<file path="src/rtl/atmega_spi_pkg.sv">
// ---------------------------------------------------------------------------
// atmega_spi_pkg
// Shared definitions for the SPI burst controller: the FSM state encoding
// and the SPSR bit that flags transfer completion (SPIF).
// ---------------------------------------------------------------------------
package atmega_spi_pkg;

  typedef enum logic [2:0] {
    ST_IDLE,
    ST_CS_SETUP,
    ST_WRITE,
    ST_POLL,
    ST_READ,
    ST_NEXT,
    ST_CS_HOLD
  } state_e;

  // SPSR bit 7 is set by the SPI core when a byte has been shifted.
  localparam int SPIF_BIT = 7;

endpackage

</file>
<file path="src/rtl/atmega_spi_burst_fifo.sv">
// ---------------------------------------------------------------------------
// atmega_spi_burst_fifo
// Synchronous receive FIFO with a combinational head.
//   clk, rst        clock, synchronous active-high reset
//   push_i/wdata_i  write strobe and data (ignored when full)
//   pop_i           removes the head (ignored when empty)
//   rdata_o         current head, valid whenever empty_o = 0
//   full_o/empty_o  occupancy flags
// DEPTH must be a power of two (>= 2), so the pointers wrap naturally.
// ---------------------------------------------------------------------------
module atmega_spi_burst_fifo #(
  parameter int DEPTH = 16,
  parameter int WIDTH = 8
) (
  input  logic             clk,
  input  logic             rst,
  input  logic             push_i,
  input  logic [WIDTH-1:0] wdata_i,
  input  logic             pop_i,
  output logic [WIDTH-1:0] rdata_o,
  output logic             full_o,
  output logic             empty_o
);

  localparam int AW = $clog2(DEPTH);
  localparam logic [AW:0] FULL_CNT = (AW+1)'(DEPTH);

  logic [WIDTH-1:0] mem_q [DEPTH];
  logic [AW-1:0]    wr_ptr_q, rd_ptr_q;
  logic [AW:0]      count_q;
  logic             push_ok, pop_ok;

  assign full_o  = (count_q == FULL_CNT);
  assign empty_o = (count_q == '0);
  assign push_ok = push_i && !full_o;
  assign pop_ok  = pop_i && !empty_o;
  assign rdata_o = mem_q[rd_ptr_q];

  always_ff @(posedge clk) begin
    if (rst) begin
      wr_ptr_q <= '0;
      rd_ptr_q <= '0;
      count_q  <= '0;
    end else begin
      if (push_ok) wr_ptr_q <= wr_ptr_q + 1'b1;
      if (pop_ok)  rd_ptr_q <= rd_ptr_q + 1'b1;
      // Push and pop together leave the occupancy unchanged.
      case ({push_ok, pop_ok})
        2'b10:   count_q <= count_q + 1'b1;
        2'b01:   count_q <= count_q - 1'b1;
        default: ;
      endcase
    end
  end

  // NOTE: storage is deliberately not reset; the pointers and count define
  // which entries are meaningful, and a reset-free array maps to plain RAM.
  always_ff @(posedge clk) begin
    if (push_ok) mem_q[wr_ptr_q] <= wdata_i;
  end

endmodule

</file>
<file path="src/rtl/atmega_spi_burst_ctrl.sv">
// ---------------------------------------------------------------------------
// atmega_spi_burst_ctrl
// Streams framed bytes through an ATmega-style SPI core over its register
// bus: write SPDR, poll SPSR.SPIF, read SPDR, push the result to an RX FIFO.
// cs_n stays low across a frame with programmable setup/hold margins.
//   tx_data/tx_last/tx_valid/tx_ready   byte stream in (tx_last ends frame)
//   rx_data/rx_valid/rx_ready           received bytes out (FIFO head)
//   cs_n                                slave select, active-low
//   busy                                FSM not idle; owns the register bus
//   spi_addr/spi_wr/spi_rd/spi_wdata    register bus to the SPI core
//   spi_rdata                           combinational read data from core
// ---------------------------------------------------------------------------
module atmega_spi_burst_ctrl
  import atmega_spi_pkg::*;
#(
  parameter int BUS_ADDR_DATA_LEN = 8,
  parameter int SPSR_ADDR         = 'h21,
  parameter int SPDR_ADDR         = 'h22,
  parameter int RX_FIFO_DEPTH     = 16,
  parameter int CS_SETUP_CLKS     = 2,
  parameter int CS_HOLD_CLKS      = 2
) (
  input  logic                         clk,
  input  logic                         rst,
  input  logic [7:0]                   tx_data,
  input  logic                         tx_last,
  input  logic                         tx_valid,
  output logic                         tx_ready,
  output logic [7:0]                   rx_data,
  output logic                         rx_valid,
  input  logic                         rx_ready,
  output logic                         cs_n,
  output logic                         busy,
  output logic [BUS_ADDR_DATA_LEN-1:0] spi_addr,
  output logic                         spi_wr,
  output logic                         spi_rd,
  output logic [7:0]                   spi_wdata,
  input  logic [7:0]                   spi_rdata
);

  localparam logic [BUS_ADDR_DATA_LEN-1:0] SPSR_A = BUS_ADDR_DATA_LEN'(SPSR_ADDR);
  localparam logic [BUS_ADDR_DATA_LEN-1:0] SPDR_A = BUS_ADDR_DATA_LEN'(SPDR_ADDR);
  localparam logic [7:0] SETUP_LAST = 8'(CS_SETUP_CLKS - 1);
  localparam logic [7:0] HOLD_LAST  = 8'(CS_HOLD_CLKS - 1);

  state_e     state_q, state_d;
  logic [7:0] cnt_q, cnt_d;
  logic [7:0] byte_q, byte_d;
  logic       last_q, last_d;
  logic       cs_n_q, cs_n_d;
  logic       fifo_push, fifo_full, fifo_empty;

  atmega_spi_burst_fifo #(
    .DEPTH (RX_FIFO_DEPTH),
    .WIDTH (8)
  ) u_rx_fifo (
    .clk     (clk),
    .rst     (rst),
    .push_i  (fifo_push),
    .wdata_i (spi_rdata),
    .pop_i   (rx_ready),
    .rdata_o (rx_data),
    .full_o  (fifo_full),
    .empty_o (fifo_empty)
  );

  assign rx_valid = !fifo_empty;
  assign busy     = (state_q != ST_IDLE);
  // cs_n comes straight from a flop so the slave select never glitches.
  assign cs_n     = cs_n_q;

  // NOTE: state registers use non-blocking assignments; the always_comb
  // below uses blocking ones, with every output defaulted first so no
  // latches are inferred.
  always_ff @(posedge clk) begin
    if (rst) begin
      state_q <= ST_IDLE;
      cnt_q   <= '0;
      byte_q  <= '0;
      last_q  <= 1'b0;
      cs_n_q  <= 1'b1;
    end else begin
      state_q <= state_d;
      cnt_q   <= cnt_d;
      byte_q  <= byte_d;
      last_q  <= last_d;
      cs_n_q  <= cs_n_d;
    end
  end

  always_comb begin
    state_d   = state_q;
    cnt_d     = cnt_q;
    byte_d    = byte_q;
    last_d    = last_q;
    cs_n_d    = cs_n_q;
    tx_ready  = 1'b0;
    spi_wr    = 1'b0;
    spi_rd    = 1'b0;
    spi_addr  = '0;
    spi_wdata = '0;
    fifo_push = 1'b0;

    // Bus strobes, tx_ready and the FIFO push are suppressed while rst is
    // held, so nothing leaks out before the synchronous reset is taken.
    if (!rst) begin
      case (state_q)
        ST_IDLE: begin
          tx_ready = !fifo_full;
          if (tx_valid && tx_ready) begin
            byte_d  = tx_data;
            last_d  = tx_last;
            cs_n_d  = 1'b0;
            cnt_d   = '0;
            state_d = ST_CS_SETUP;
          end
        end
        ST_CS_SETUP: begin
          if (cnt_q == SETUP_LAST) begin
            cnt_d   = '0;
            state_d = ST_WRITE;
          end else begin
            cnt_d = cnt_q + 8'd1;
          end
        end
        ST_WRITE: begin
          spi_wr    = 1'b1;
          spi_addr  = SPDR_A;
          spi_wdata = byte_q;
          state_d   = ST_POLL;
        end
        ST_POLL: begin
          // Reading SPSR with SPIF set arms the core's SPIF clear.
          spi_rd   = 1'b1;
          spi_addr = SPSR_A;
          if (spi_rdata[SPIF_BIT]) state_d = ST_READ;
        end
        ST_READ: begin
          // A free FIFO slot was guaranteed when this byte was accepted.
          spi_rd    = 1'b1;
          spi_addr  = SPDR_A;
          fifo_push = 1'b1;
          state_d   = ST_NEXT;
        end
        ST_NEXT: begin
          if (last_q) begin
            cnt_d   = '0;
            state_d = ST_CS_HOLD;
          end else begin
            tx_ready = !fifo_full;
            if (tx_valid && tx_ready) begin
              byte_d  = tx_data;
              last_d  = tx_last;
              state_d = ST_WRITE;
            end
          end
        end
        ST_CS_HOLD: begin
          if (cnt_q == HOLD_LAST) begin
            cnt_d   = '0;
            cs_n_d  = 1'b1;
            state_d = ST_IDLE;
          end else begin
            cnt_d = cnt_q + 8'd1;
          end
        end
        default: state_d = ST_IDLE;
      endcase
    end
  end

endmodule

</file>
<file path="config.mk">
export PLATFORM = sky130hd
export DESIGN_NAME = atmega_spi_burst_ctrl
export DESIGN_NICKNAME = d
export VERILOG_FILES = /design/src/rtl/atmega_spi_pkg.sv /design/src/rtl/atmega_spi_burst_fifo.sv /design/src/rtl/atmega_spi_burst_ctrl.sv
export SDC_FILE = /design/constraint.sdc
export NUM_CORES = 1
export LEC_CHECK = 0
export ABC_AREA = 1
export BUFFER_PORTS_ARGS = -buffer_cell sky130_fd_sc_hd__buf_4
export CAP_MARGIN = 10
export CORE_UTILIZATION = 40
export DETAILED_ROUTE_END_ITERATION = 10
export GPL_TIMING_DRIVEN = 0
export HOLD_SLACK_MARGIN = 0.05
export MAX_ROUTING_LAYER = met4
export SYNTH_ARGS = -nofsm -noshare
export SYNTH_HDL_FRONTEND = slang
export SYNTH_HIERARCHICAL = 1
export SYNTH_SLANG_ARGS = --single-unit
</file>
<file path="constraint.sdc">
create_clock -name clk -period 2.05 [get_ports clk]
set_clock_uncertainty 0.1 [all_clocks]
set_input_delay 0 -clock clk [delete_from_list [all_inputs] [get_ports clk]]
set_output_delay 0 -clock clk [all_outputs]
set_load 0.03 [all_outputs]
</file>
# Word-level counts from Yosys, hierarchy flattened
# Memories as Yosys holds them, arrays and structs flattened. A register that Yosys moved wholly into a read port is not among the register bits.
# Cells that the tools add are included.
word_totals:
  elab_cells: 90
  ramBits: 128
  regBits: 34
  output_inout_bits: 30
  mem_count: 1
  inputBits: 21
op_classes:
  n_addsub: 5
  reduce_logical: 20
  n_mux: 39
  n_eq_ne: 17
memory_table:
  columns: ["memory", "words", "width", "rd", "rd_ports_with_merged_regs", "wr", "line_no", "source"]
  rows:
  - ["u_rx_fifo.mem_q", 16, 8, 1, 1, 1, "atmega_spi_burst_fifo.sv:28", "logic [WIDTH-1:0] mem_q [DEPTH];"]
op_table:
  columns: ["operator", "n"]
  rows:
  - ["$mux W8", 7]
  - ["$pmux W8 S3", 1]
  - ["$pmux W3 S7", 1]
  - ["$mux W3", 6]
  - ["$pmux W8 S2", 1]
  - ["$mux W1", 15]
  - ["$ne A2 B2 Y1 const B", 6]
  - ["$pmux W6 S2", 1]
  - ["$pmux W5 S2", 1]
  - ["$eq A3 B3 Y1 const B", 3]
  - ["$add A4 B1 Y4 const B", 2]
  - ["$add A8 B1 Y8 const B", 1]
  - ["$eq A8 B1 Y1 const B", 1]
  - ["$mux W4", 2]
  - ["$eq A3 B2 Y1 const B", 2]
  - ["$mux W6", 1]
  - ["$pmux W1 S2", 3]
  - ["$reduce_and A3 Y1", 2]
  - ["$reduce_bool A2 Y1", 3]
  - ["$reduce_bool A3 Y1", 2]
  - ["$reduce_or A2 Y1", 3]
  - ["$add A5 B1 Y5 const B", 1]
  - ["$eq A5 B5 Y1 const B", 1]
  - ["$logic_not A5 Y1", 1]
  - ["other kinds (10)", 14]

# Logic depth before layout (Yosys ltp)
depth:
  depth_word: 6
  ltp_mapped: 16
  ltp_nobuf: 16

# Cells and area by module
# Netlist, hierarchy kept.
modules_own_cells:
  columns: ["module", "seq_area_each_um2", "cells_per_inst", "instances", "area_each_um2"]
  rows:
  - ["atmega_spi_burst_fifo", 4184.0, 474, 1, 6075.8]
  - ["atmega_spi_burst_ctrl", 420.4, 197, 1, 1262.5]

# Worst setup path after synthesis
# No wires, ideal clock.
synth_path:
  path_kind: "register to register"
  start: "reg state_q[2]"
  end: "reg u_rx_fifo.count_q[4]"
  n_path_buf: 0
  period_less_slack_ns: 2.194
  arrival_time_ns: 1.985
  setup_ns: 0.109
  stages_incl_launch_ff: 17
  slack_ns: -0.144
  path_cell_list: "dfxtp_1 inv_2 nor2_1 nand2_1 nor2_1 nand2_4 ha_1 xor2_1 ha_1 inv_1 nand2_2 nand2_2 nand2_1 nand2_1 nand3_1 nand2_1 inv_1"
synth_via:
  elab_chain_cells: 6
  elab_cells_between_ends: 8
  cone_classes: "eq/ne (3); mux (3); reduce/logical (2)"
synth_rtl:
  columns: ["item", "line_no", "source"]
  rows:
  - ["start: declaration", "atmega_spi_burst_ctrl.sv:46", "state_e state_q, state_d;"]
  - ["start signal: assignment", "atmega_spi_burst_ctrl.sv:83", "state_q <= state_d;"]
  - ["$eq A3 B3 Y1 (*)", "atmega_spi_burst_ctrl.sv:107", "case (state_q)"]
  - ["$mux W1 (*)", "atmega_spi_burst_ctrl.sv:107", null]
  - ["$mux W1 (*)", "atmega_spi_burst_ctrl.sv:106", "if (!rst) begin"]
  - ["net fifo_push", "atmega_spi_burst_ctrl.sv:51", "logic fifo_push, fifo_full, fifo_empty;"]
  - ["$logic_and A1 B1 Y1 (*)", "atmega_spi_burst_fifo.sv:35", "assign push_ok = push_i && !full_o;"]
  - ["$eq A2 B1 Y1 or $eq A2 B2 Y1 (tied branches)", "atmega_spi_burst_fifo.sv:48", "case ({push_ok, pop_ok})"]
  - ["$pmux W5 S2 or $reduce_bool A2 Y1 (tied branches)", null, null]
  - ["end signal: assignment", "atmega_spi_burst_fifo.sv:49", "2'b10: count_q <= count_q + 1'b1;"]
  - ["end signal: assignment", "atmega_spi_burst_fifo.sv:50", "2'b01: count_q <= count_q - 1'b1;"]
  - ["end: declaration", "atmega_spi_burst_fifo.sv:30", "logic [AW:0] count_q;"]
# The timed path passes the listed nets; every way through them passes the cells marked *.
# A chain may end at the register's enable or synchronous reset.

==> reports/metrics.yaml <==
critical_path_class: "flip-flop to output pin"
fmax_mhz: 488
drt_iter0_markers: 302
status: "completed"
drt-total-wl_um: 17500
cp_slowest_cell: "dfxtp_4"
core_mm2: 0.0180
leakagePower_nw: 3.55
swShare: 0.338
arrival_ns: 1.95
yosysWarnings: 6
grtUsageTotal: 0.201
nets: 816
clk_pin_slew_ns: 0.06
setup_slack_ns: 0.00239
finalCritPeriodShare: 0.999
die_area_mm2: 0.0189
min_period_ns: 2.05
grt-ovfl-total: 0
wl_met3_um: 1040
yosysUniqueCellTypes: 34
max_stage_delay_ns: 0.40
p_sw_mw: 3.84
cts_buffers: 17
postSynthAreaPerCell_um2: 10.9
crit_chain: "buf_12 -> buf_12 -> mux2i_2 -> o21ai_2 -> o211ai_1 -> nand2_1 -> buf_4"
die_h_um: 137
postRouteAntennaNets: 0
preCtsSetupSlack_ns: -0.441
dr.pass1.iters: 5
clkPwrFrac: 0.289
fin_area_mm2: 0.00946
netlist_area_mm2: 0.00734
seqPwrFrac: 0.357
met2WireLength_um: 8510
dp_hpwl_um: 11700
num_antenna_cells: 0
dieWidth_um: 137
report.final.slew_viol_count: 0
maxCapViolCount: 0
clock_latency_ns: 0.41
cts_tree: "built"
dp_cells: 949
vias: 5322
final_cells: 1027
worstSetupEndpointType: "output pin"
p_int_mw: 7.51
wl_per_cell_um: 17.0
grt_pass1_wl_um: 26900
required_ns: 1.95
antenna_found_initial: 0
layout-drive-gt1-share: 0.256
gp_congestion: 0.859
top_layer_used: "met4"
min_path_type: "input port to flip-flop"
drc: 0
grt_pass1_vias: 5132
ios: 51
dpl_cell_area_mm2: 0.00798
clock-sinks: 166
grt_max_degree: 18
hold_viol: 0
ir_drop_uv: 749
clock_path_buffers: 2
syn2layout_area_growth_pct: 29.0
setup_viol: 0
rows: 49
pwr-share-comb: 0.353
rsz0062_at_grt: "yes"
port_buffers: 45
seq_area_frac_synth: 0.627
vias_per_cell: 5.18
power_density_mw_per_mm2: 1200
cp_common_cell: "buf_12"
synth_cells: 671
ys_seq_elements: 166
m1WireLength_um: 7390
crit_fanout: 7
cts-root-buf: "clkbuf_16"
h-tree-depth: 4
hold_slack_ns: 0.291
start_util: 0.409
crit_path_start_kind: "flip-flop"
==> kinds of logic after synthesis <==
family | after synthesis | synth area share
AOI/OAI and AO/OA | 145 | 0.111
xor gates and xnor gates | 6 | 0.00716
adders and majority gates | 10 | 0.0171
buffers and inverters | 110 | 0.0650
DFF | 166 | 0.627
muxes | 32 | 0.0436
other | 1 | 0.000511
and+or+nand+nor | 201 | 0.128
==> worst paths after layout <==
check,startpoint,endpoint,slack (ns),cells past startpoint
min,tx_data[6],byte_q[6]$_SDFFE_PP0P_,0.29,4
max reg2reg,state_q[2]$_SDFFE_PP0P_,u_rx_fifo/mem_q[12][3]$_DFFE_PP_,0.02,8
max,flip-flop,rx_data[1],0.002,7
min reg2reg,cnt_q[7]$_SDFFE_PP0P_,cnt_q[7]$_SDFFE_PP0P_,0.39,2
==> cell usage after synthesis <==
cell,n,share of area
nand2_1,70,0.036
o21bai_1,2,0.0020
buf_4,7,0.0072
inv_2,6,0.0031
nor3_4,1,0.0022
edfxtp_1,128,0.52
o21ai_0,57,0.039
nand3_4,1,0.0024
buf_6,4,0.0061
mux2i_1,32,0.044
inv_4,1,0.00085
xor2_1,5,0.0060
a21oi_1,52,0.035
nand2_2,7,0.0060
nand3_2,3,0.0041
dfxtp_1,38,0.10
nor3_1,2,0.0014
ha_1,10,0.017
nor2_2,3,0.0026
clkbuf_1,15,0.0077
xnor2_1,1,0.0012
nand3_1,26,0.018
o211ai_1,33,0.034
or2_2,1,0.00085
or2_1,2,0.0017
nand3b_1,3,0.0031
conb_1,1,0.00051
nor2_1,68,0.035
nor2_4,1,0.0015
nand2_4,4,0.0061
nand4_1,9,0.0077
buf_2,4,0.0027
a31o_1,1,0.0012
inv_1,73,0.037
==> area by class of cell <==
cell class	count	area, um^2
multi-input combinational	399	2530
tap	229	287
sequential	166	4620
clock inverter	13	180
fill	1525	8500
timing repair buffer	93	875
clock buffer	19	433
inverter	80	310
buffer	28	224
==> critical path, delay by kind of cell (launching register included) <==
kind,cells,cell delay [ns]
AO/OA/AOI/OAI,2,0.28
AND/OR/NAND/NOR,1,0.10
flip-flops,1,0.40
buffers and inverters,3,0.49
multiplexers,1,0.26
==> power groups by stage <==
stage	clock, mW	combinational, mW	sequential [mW]
2_1_floorplan	0	2.35	4.04
3_3_place_gp	0	3.27	4.05
3_5_place_dp	0	3.32	4.06
4_1_cts	3.34	3.63	4.01
5_1_grt	3.46	4.37	4.08
6_report	3.28	4.01	4.05
==> routing by layer <==
metal  vias to the layer above  track usage
met3                        35       0.0467
met5                         -            -
li1                       2567            -
met4                         0       0.0836
met1                      2548        0.233
met2                       172        0.335
==> state kept, by name, indices dropped and copies added (netlist names), named ones only <==
signal,count
state_q,3
u_rx_fifo/count_q,5
byte_q,8
cs_n,1
u_rx_fifo/wr_ptr_q,4
cnt_q,8
u_rx_fifo/rd_ptr_q,4
u_rx_fifo/mem_q,128
last_q,1
==> cells in the final DEF (no fill, tap or decap), types with 5 or more instances in the layout <==
| cell | count |
|---|---|
| nand2_1 | 68 |
| inv_2 | 6 |
| inv_1 | 71 |
| a21oi_2 | 5 |
| clkbuf_16 | 18 |
| nand2_2 | 8 |
| o211ai_1 | 33 |
| conb_1 | 5 |
| dlygate4sd3_1 | 21 |
| edfxtp_1 | 128 |
| nand3_1 | 26 |
| buf_12 | 9 |
| buf_4 | 66 |
| mux2i_1 | 25 |
| nor2_4 | 16 |
| clkbuf_1 | 6 |
| o21ai_1 | 9 |
| dfxtp_1 | 31 |
| clkbuf_2 | 8 |
| nand4_1 | 9 |
| nor2_2 | 6 |
| o21ai_0 | 44 |
| a21oi_1 | 47 |
| nand2_4 | 5 |
| ha_1 | 7 |
| buf_6 | 8 |
| nor2_1 | 50 |
==> per-stage QoR <==
step	setup TNS [ns]	total power, mW	utilization
global placement	-35.04	7.32	0.444
CTS	-0.101	11.0	0.511
finish	0	11.3	0.527
floorplan	0	6.39	-
detailed placement	-45.22	7.39	0.444
global route	-1.50	11.9	0.527
==> repair_timing <==
action / 4_1_cts / 5_1_grt
gates resized for setup: 65 / 64
hold buffers: 21 / 0
hold endpoints to repair: 157 / 0
endpoints found under the setup margin: 140 / 111
gates cloned: 0 / 1
setup buffers: 13 / 13
pin swaps: 17 / 35
Note: power is estimated with default switching activity, not from simulation.
